===== src/rtl/lc3_reg_file.sv =====
// LC-3 eight-entry register file: two bypassed read ports, NZP condition codes,
// and a per-register pending scoreboard for stalling on outstanding writes.
module lc3_reg_file #(
  parameter int unsigned DATA_W = 16
) (
  input  logic              clk,
  input  logic              rst_n,
  input  logic              ld_reg,
  input  logic [2:0]        dr,
  input  logic [DATA_W-1:0] wdata,
  input  logic              ld_cc,
  input  logic [2:0]        sr1,
  input  logic [2:0]        sr2,
  output logic [DATA_W-1:0] sr1_out,
  output logic [DATA_W-1:0] sr2_out,
  output logic              n,
  output logic              z,
  output logic              p,
  input  logic              issue_valid,
  input  logic [2:0]        issue_dr,
  output logic [7:0]        pending,
  output logic              sr1_busy,
  output logic              sr2_busy
);

  localparam int unsigned NREGS = 8;

  logic [DATA_W-1:0] regs [NREGS];
  logic [NREGS-1:0]  we;
  logic [NREGS-1:0]  claim;
  logic              byp1;
  logic              byp2;

  // One-hot write enable and scoreboard claim decode
  always_comb begin
    we    = '0;
    claim = '0;
    if (ld_reg)      we    = NREGS'(1) << dr;
    if (issue_valid) claim = NREGS'(1) << issue_dr;
  end

  always_ff @(posedge clk or negedge rst_n) begin
    if (!rst_n) begin
      for (int i = 0; i < int'(NREGS); i++) regs[i] <= '0;
    end else begin
      for (int i = 0; i < int'(NREGS); i++) begin
        if (we[i]) regs[i] <= wdata;
      end
    end
  end

  always_ff @(posedge clk or negedge rst_n) begin
    if (!rst_n) begin
      n <= 1'b0;
      z <= 1'b1;
      p <= 1'b0;
    end else if (ld_cc) begin
      n <= wdata[DATA_W-1];
      z <= (wdata == '0);
      p <= ~wdata[DATA_W-1] & (wdata != '0);
    end
  end

  // A new claim outranks a same-cycle write-back to the same register
  always_ff @(posedge clk or negedge rst_n) begin
    if (!rst_n) pending <= '0;
    else        pending <= claim | (pending & ~we);
  end

  always_comb begin
    byp1     = ld_reg && (dr == sr1);
    byp2     = ld_reg && (dr == sr2);
    sr1_out  = byp1 ? wdata : regs[sr1];
    sr2_out  = byp2 ? wdata : regs[sr2];
    sr1_busy = pending[sr1] & ~byp1;
    sr2_busy = pending[sr2] & ~byp2;
  end

endmodule


===== config.mk =====
export PLATFORM = sky130hd
export DESIGN_NAME = lc3_reg_file
export DESIGN_NICKNAME = d
export VERILOG_FILES = /design/src/rtl/lc3_reg_file.sv
export SDC_FILE = /design/constraint.sdc
export NUM_CORES = 1
export LEC_CHECK = 0
export CELL_PAD_IN_SITES_DETAIL_PLACEMENT = 1
export CELL_PAD_IN_SITES_GLOBAL_PLACEMENT = 1
export CORE_ASPECT_RATIO = 0.8
export CORE_MARGIN = 4
export CORE_UTILIZATION = 45
export CTS_CLUSTER_DIAMETER = 50
export DETAILED_ROUTE_END_ITERATION = 8
export GPL_TIMING_DRIVEN = 0
export HOLD_SLACK_MARGIN = 0.08
export PLACE_DENSITY = 0.86
export RECOVER_POWER = 50
export SLEW_MARGIN = 10
export SYNTH_ARGS = -nofsm -noshare
export SYNTH_HDL_FRONTEND = slang
export SYNTH_SLANG_ARGS = --single-unit

===== constraint.sdc =====
create_clock -name clk -period 2.2 [get_ports clk]
set_clock_uncertainty 0.1 [all_clocks]
set_input_delay 0.22 -clock clk [delete_from_list [all_inputs] [get_ports clk]]
set_output_delay 0.22 -clock clk [all_outputs]
set_load 0.005 [all_outputs]

# == Word-level counts from Yosys, hierarchy flattened ==
# Cells that the tools add are included.
# totals
inputBits,33
latchBits,0
romBits,0
output_inout_bits,45
mem_bits_rw,0
mem_count,0
register_bits,139
# op_classes
n_mux,14
order_cmp,4
n_reduce_logical,4
n_div,0
n_addsub,0
mul,0
shifts,2
eq_ne,2
n_bitwise,11
# ops
op,count
$bmux 16 s3,2
$mux 16,6
$logic_not 16->1,1
$mux 8,2
$reduce_bool 16->1,1
$shl 1x3->8 const A,2
$and 8x8->8,1
$ge 4x4->1 const B,2
$lt 3x4->1 const B,2
$not 3->4,2
$not 8->8,1
$or 8x8->8,1
$bmux 1 s3,2
$eq 3x3->1,2
$and 1x1->1,3
$not 1->1,3
$logic_and 1x1->1,2
$mux 1,2

# == Logic depth before layout (Yosys ltp) ==
# Gate-level depths: netlist of run 1.
# logic_depth
depth_word,5
mapped_depth,6
mapped_depth_nobuf,3

# == Least setup slack after synthesis of run 1 ==
# OpenSTA, ideal clock, no wires.
# synth_path
path_type,input-to-output
from,in sr2[1]
to,out sr2_out[1]
t_required_ps,1880
arrival_time_ps,1611
stages,5
path_slack_ps,269
cell_sequence,clkbuf_1 > clkbuf_1 > mux4_1 > mux2_2 > mux2_2
# synth_between
elab_chain_len,5
# synth_lines
item,line,rtl
from (decl),13,"input logic [2:0] sr2,"
$not 3->4 (not written as such),74,sr2_out = byp2 ? wdata : regs[sr2];
$bmux 16 s3,74,
$mux 16 (not written as such) (2 in a row),74,
$mux 16 *,74,
to (decl),15,"output logic [DATA_W-1:0] sr2_out,"
# Every way passes the cells marked *; elsewhere a longest branch is shown, timed or not. The select of a mux whose other input is x is not followed.

# == Final worst setup path of run 1 ==
# layout_path
from,reg regs[71] (netlist name)
to,out sr2_out[7]
# layout_between
elab_chain_len,4
# layout_lines
item,line,rtl
from (decl),28,logic [DATA_W-1:0] regs [NREGS];
"from (signal, indexed assignment)",47,if (we[i]) regs[i] <= wdata;
$bmux 16 s3,74,
$mux 16 (not written as such) (2 in a row),74,
$mux 16,74,
# No other way between the ends. The select of a mux whose other input is x is not followed.

==> results.sh, run 1 <==
export IMPL_drtAntennaViolNets=0
export IMPL_finalNetCount=684
export IMPL_crit_path_end_kind="output pin"
export IMPL_drive_gt1_frac=0.635
export IMPL_cts_buffers=17
export IMPL_place_ws_ns=-0.990
export IMPL_io_pins=78
export IMPL_track_usage=0.266
export IMPL_seq_power_share=0.366
export IMPL_fin_crit_ns=2.45
export IMPL_max_freq_mhz=408
export IMPL_grt_pass1_vias=6193
export IMPL_place_congestion=0.786
export IMPL_drc=0
export IMPL_synth_flop_cell="dfrtp_1"
export IMPL_period_share=1.11
export IMPL_antenna_found_initial=0
export IMPL_yosys_warnings=0
export IMPL_cp_start_kind="flop"
export IMPL_internal_power_mw=7.04
export IMPL_setup_violations=34
export IMPL_placementRows=43
export IMPL_wire_per_inst_um=29.9
export IMPL_cts_root_buffer="clkbuf_16"
export IMPL_area_growth_pct=26.0
export IMPL_avgSynthCellArea_um2=16.2
export IMPL_synth_top_area_cell="dfrtp_1"
export IMPL_peakVddDrop_v=0.000511
export IMPL_vias_per_cell=6.33
export IMPL_cts_clk_slew_worst_paths_ns=0.07
export IMPL_wl_mm=26.6
export IMPL_crit_required_ns=1.88
export IMPL_grt_pass1_wl_mm=39.2
export IMPL_vias=5624
export IMPL_start_util=0.463
export IMPL_yosysUniqueCellTypes=24
export IMPL_io_buffers=67
export IMPL_hp_class="input pin to flop"
export IMPL_die_area_mm2=0.0203
export IMPL_netlist_top_cells_area="dfrtp_1 (43%), mux2_2 (26%), mux4_1 (22%)"
export IMPL_violations="setup timing"
export IMPL_dieHeight_um=128
export IMPL_max_slew_margin=0.301
export IMPL_maxCapViolCount=0
export IMPL_switchingPower_mw=2.73
export IMPL_critPathArrivalTime_ns=2.13
export IMPL_fin_setup_tns_ns=-5.12
export IMPL_hpwl_mm=15.3
export IMPL_grt_max_degree=72
export IMPL_hold_viol=0
export IMPL_clockBufferDepth=2
export IMPL_drt_first_pass_iters=5
export IMPL_dp_cells=795
export IMPL_die_x_um=158
export IMPL_synth_area_mm2=0.00812
export IMPL_setup_slack_ns=-0.253
export IMPL_clkPwrFrac=0.305
export IMPL_status="finished, violations left"
export IMPL_worstMarginPinSlew_ns=1.04
export IMPL_first_iter_violations=443
export IMPL_coreArea_mm2=0.0175
export IMPL_power_switching_share=0.280
export IMPL_clock_sinks=139
export IMPL_synth_top_cell_area_share=0.425
export IMPL_crit_fanout=2
export IMPL_ys_ff_latch=139
export IMPL_rsz0062_at_grt="yes"
export IMPL_drv_slew=0
export IMPL_p_comb_frac=0.329
export IMPL_power_density_mw_per_mm2=955
export IMPL_cts_tree="yes"
export IMPL_htree_num_levels=4
export IMPL_ys_seq_area_frac=0.428
export IMPL_power_mw=9.78
export IMPL_fin_util=0.584
export IMPL_timing_worst_setup_path_type="flop to output pin"
export IMPL_grt_ovfl_total=0
export IMPL_antenna_cells=0
export IMPL_netlist_instances=502
export IMPL_synth_edf_count=0
export IMPL_power_leakage_nw=4.46
export IMPL_async_flop_share=1.00
export IMPL_clk_insertion_delay_late_ns=0.43
export IMPL_instances_no_fill=888
export IMPL_syn_nets=535
path summary, 6_finish.rpt:
kind,start,to,slack [ns],depth (start not counted)
hold reg to reg,regs[24],regs[24],0.43,1
setup / recovery,regs[71],sr2_out[7],-0.25,5
hold / removal,dr[2],regs[53],0.36,4
setup reg to reg,regs[105],regs[105],0.92,4
min in group asynchronous,rst_n,regs[16],0.42,2
max in group asynchronous,rst_n,regs[98],0.38,3
logic make-up (layout without fill, tap and decap cells):
group,after synthesis,count (layout),synth area share
buffers and inverters,55,216,0.0374
AO/OA/AOI/OAI,9,9,0.00693
flip-flops,139,139,0.428
AND/OR/NAND/NOR,29,29,0.0246
multiplexers,264,264,0.496
XOR/XNOR,6,6,0.00647
timing repair:
| item | CTS | global route |
|---|---|---|
| hold endpoints to repair | 67 | 0 |
| resized for setup | 276 | 33 |
| hold buffers | 1 | 0 |
| setup buffers | 56 | 5 |
| cloned | 0 | 0 |
| setup endpoints to repair | 34 | 34 |
| pin swaps | 1 | 0 |
layout make-up:
| class | count | area [um2] |
|---|---|---|
| buffer | 50 | 308 |
| sequential | 139 | 3480 |
| inverter | 5 | 18.8 |
| fill | 1646 | 7300 |
| multi-input combinational | 308 | 4320 |
| timing repair buffer | 130 | 1240 |
| tap | 225 | 282 |
| clock inverter | 11 | 146 |
| clock buffer | 20 | 447 |
Yosys cell counts (5+ instances only):
master,instances
mux4_1,68
nand2_1,7
clkbuf_1,25
dfrtp_1,138
xnor2_1,6
nand2b_1,5
inv_1,5
buf_2,12
mux2_2,186
mux2_4,10
buf_6,9
cells in the final DEF (no fill, tap or decap):
| cell | count |
|---|---|
| and2_4 | 2 |
| and4_1 | 1 |
| buf_2 | 13 |
| buf_4 | 43 |
| buf_6 | 61 |
| bufinv_16 | 3 |
| clkbuf_1 | 19 |
| clkbuf_16 | 17 |
| clkbuf_2 | 8 |
| clkbuf_4 | 5 |
| clkbuf_8 | 1 |
| clkdlybuf4s50_1 | 31 |
| clkinv_2 | 2 |
| clkinv_4 | 1 |
| clkinvlp_4 | 5 |
| dfrtp_1 | 138 |
| dfstp_2 | 1 |
| dlygate4sd3_1 | 2 |
| inv_1 | 5 |
| mux2_1 | 1 |
| mux2_2 | 136 |
| mux2_4 | 59 |
| mux4_1 | 9 |
| mux4_2 | 59 |
| nand2_1 | 7 |
| nand2b_1 | 5 |
| nand4_1 | 2 |
| nand4_4 | 1 |
| nand4b_1 | 3 |
| nor3_2 | 2 |
| nor3b_2 | 2 |
| nor4_1 | 4 |
| o21ai_0 | 4 |
| o22ai_1 | 3 |
| o32ai_1 | 2 |
| xnor2_1 | 6 |
state kept, by name, summed over array words and instances (netlist names):
name and count:
n 1, p 1, pending 8, regs 128
z 1
metrics by stage:
step	area [um2]	hold WS (ns)
floorplan	8120	-0.176
global placement	9080	0.389
detailed placement	9100	0.185
CTS	10100	0.308
global route	10200	0.359
finish	10200	0.360
per-layer routing:
layer,GRT usage,share of wire,up-vias,wire [um]
met4,0.0903,0.022,0,578
met2,0.432,0.50,293,13400
li1,-,-,2241,-
met1,0.351,0.40,3040,10700
met5,0,0,-,0
met3,0.0624,0.074,50,1970
power by group through the flow:
stage	Combinational (mW)	Sequential [mW]	Clock, mW
floorplan	1.57	3.38	0
global placement	2.33	3.44	0
detailed placement	2.44	3.55	0
CTS	3.07	3.52	3.00
global route	3.39	3.62	3.14
finish	3.22	3.58	2.98
critical path, stage by stage, from the launching register on:
cell and delay (ns):
dfrtp_1 0.43, buf_6 0.14, mux4_2 0.46, mux2_4 0.28
mux2_4 0.28, buf_6 0.12
Power figures use the tool's default switching activity.
==> inputs of run 2 (changes only) <==
--- a/config.mk
+++ b/config.mk
@@ -14,7 +14,7 @@
 export DETAILED_ROUTE_END_ITERATION = 8
 export GPL_TIMING_DRIVEN = 0
 export HOLD_SLACK_MARGIN = 0.08
-export PLACE_DENSITY = 0.86
+export PLACE_DENSITY = 0.8
 export RECOVER_POWER = 50
 export SLEW_MARGIN = 10
 export SYNTH_ARGS = -nofsm -noshare
==> results.sh, run 2 (synthesized netlist as in run 1, its figures left out) <==
export IMPL_drc=0
export IMPL_max_flop_register="regs"
export IMPL_final_cell_mix="dfrtp_1 (138), mux2_2 (133), mux4_2 (66)"
export IMPL_cp_start_kind="flop"
export IMPL_place_congestion=0.785
export IMPL_vias_per_cell=6.17
export IMPL_cts_clk_slew_worst_paths_ns=0.06
export IMPL_crit_fanout=2
export IMPL_io_buffers=67
export IMPL_setup_violations=33
export IMPL_violations="capacitance limit, slew limit, setup timing"
export IMPL_antenna_cells=0
export IMPL_drive_gt1_frac=0.638
export IMPL_power_mw=9.60
export IMPL_critPathTopFamily="multiplexers"
export IMPL_max_stage_delay_ns=0.48
export IMPL_largest_register_ffs=128
export IMPL_hpwl_mm=14.9
export IMPL_clockBufferDepth=2
export IMPL_crit_required_ns=1.88
export IMPL_critPathArrivalTime_ns=2.11
export IMPL_hold_viol=0
export IMPL_crit_path_end_kind="output pin"
export IMPL_hp_class="input pin to flop"
export IMPL_setup_slack_ns=-0.230
export IMPL_holdWs_ns=0.348
export IMPL_status="finished, violations left"
export IMPL_first_iter_violations=456
export IMPL_vias=5381
export IMPL_layout_commonest_cell="dfrtp_1"
export IMPL_wl_mm=24.9
export IMPL_cts_buffers=17
export IMPL_cts_tree="yes"
export IMPL_timing_worst_setup_path_type="flop to output pin"
export IMPL_max_slew_margin=-0.0574
export IMPL_clock_sinks=139
export IMPL_drt_first_pass_iters=5
export IMPL_power_density_mw_per_mm2=950
export IMPL_largestRegisters="regs (128), pending (8)"
export IMPL_cp_slowest_cell="mux4_2"
export IMPL_wire_per_inst_um=28.6
export IMPL_period_share=1.10
export IMPL_drtAntennaViolNets=0
export IMPL_fin_setup_tns_ns=-3.68
export IMPL_die_area_mm2=0.0203
export IMPL_grt_pass1_vias=5941
export IMPL_power_leakage_nw=4.38
export IMPL_max_freq_mhz=412
export IMPL_grt_pass1_wl_mm=37.8
export IMPL_io_pins=78
export IMPL_grt_ovfl_total=0
export IMPL_die_x_um=158
export IMPL_area_growth_pct=24.4
export IMPL_maxCapViolCount=1
export IMPL_htree_num_levels=4
export IMPL_crit_buf_inv=2
export IMPL_clk_insertion_delay_late_ns=0.43
export IMPL_grt_max_degree=80
export IMPL_finalNetCount=668
export IMPL_start_util=0.463
export IMPL_cts_root_buffer="clkbuf_16"
export IMPL_coreArea_mm2=0.0175
export IMPL_dieHeight_um=128
export IMPL_peakVddDrop_v=0.000578
export IMPL_path_cells="buf_6, mux4_2, mux2_4, mux2_4, buf_6"
export IMPL_antenna_found_initial=0
export IMPL_rsz0062_at_grt="yes"
export IMPL_placementRows=43
export IMPL_drv_slew=61
export IMPL_fin_crit_ns=2.43
export IMPL_track_usage=0.256
export IMPL_worstMarginPinSlew_ns=1.59
-- run 2: tightest hold or removal path, cell delays in order --
cell     delay (ns)
buf_2          0.16
nand2_1        0.09
nor3_2         0.12
mux2_2         0.25
-- run 2: through the flow --
stage                     setup slack, ns  cells  utilization  area, um2
after floorplan                     0.269    502            -       8120
after global placement              -4.53    794        0.517       9080
after detailed placement           -0.954    795        0.519       9100
after CTS                          -0.203    865        0.570       9990
after global routing               -0.265    872        0.576      10100
final                              -0.230    872        0.576      10100
-- run 2: path summary, 6_finish.rpt --
check | from | end | slack, ns | cells past startpoint
setup / recovery | regs[22] | sr2_out[6] | -0.23 | 5
hold / removal | dr[2] | regs[51] | 0.35 | 4
setup reg to reg | regs[119] | regs[119] | 1.05 | 3
hold reg to reg | regs[30] | regs[30] | 0.43 | 1
max in group asynchronous | rst_n | z | 0.26 | 3
min in group asynchronous | rst_n | regs[50] | 0.62 | 2
-- run 2: routing by layer --
metal	part of all wire	routed length [um]	vias to the layer above	track usage
met3	0.060	1480	32	0.0543
met4	0.018	459	0	0.0697
met2	0.49	12200	222	0.404
met5	0	0	-	0
li1	-	-	2204	-
met1	0.43	10800	2923	0.361
-- run 2: report_power, final --
part	switching [mW]	internal, mW	total [mW]
combinational	1.01	2.05	3.06
sequential	0.443	3.11	3.56
clock	1.12	1.86	2.98
total	2.58	7.02	9.60
-- run 2: final cells by class --
type | count | area, um2
clock inverter | 11 | 144
clock buffer | 20 | 467
fill | 1630 | 7440
multi-input combinational | 308 | 4300
timing repair buffer | 114 | 1110
buffer | 50 | 305
inverter | 5 | 18.8
tap | 225 | 282
sequential | 139 | 3480
-- run 2: timing repair --
item,CTS,global route
gates resized for setup,295,15
hold buffers,1,0
endpoints found under the hold margin,60,0
setup buffers,38,7
setup endpoints to repair,34,34
pin swaps,2,1
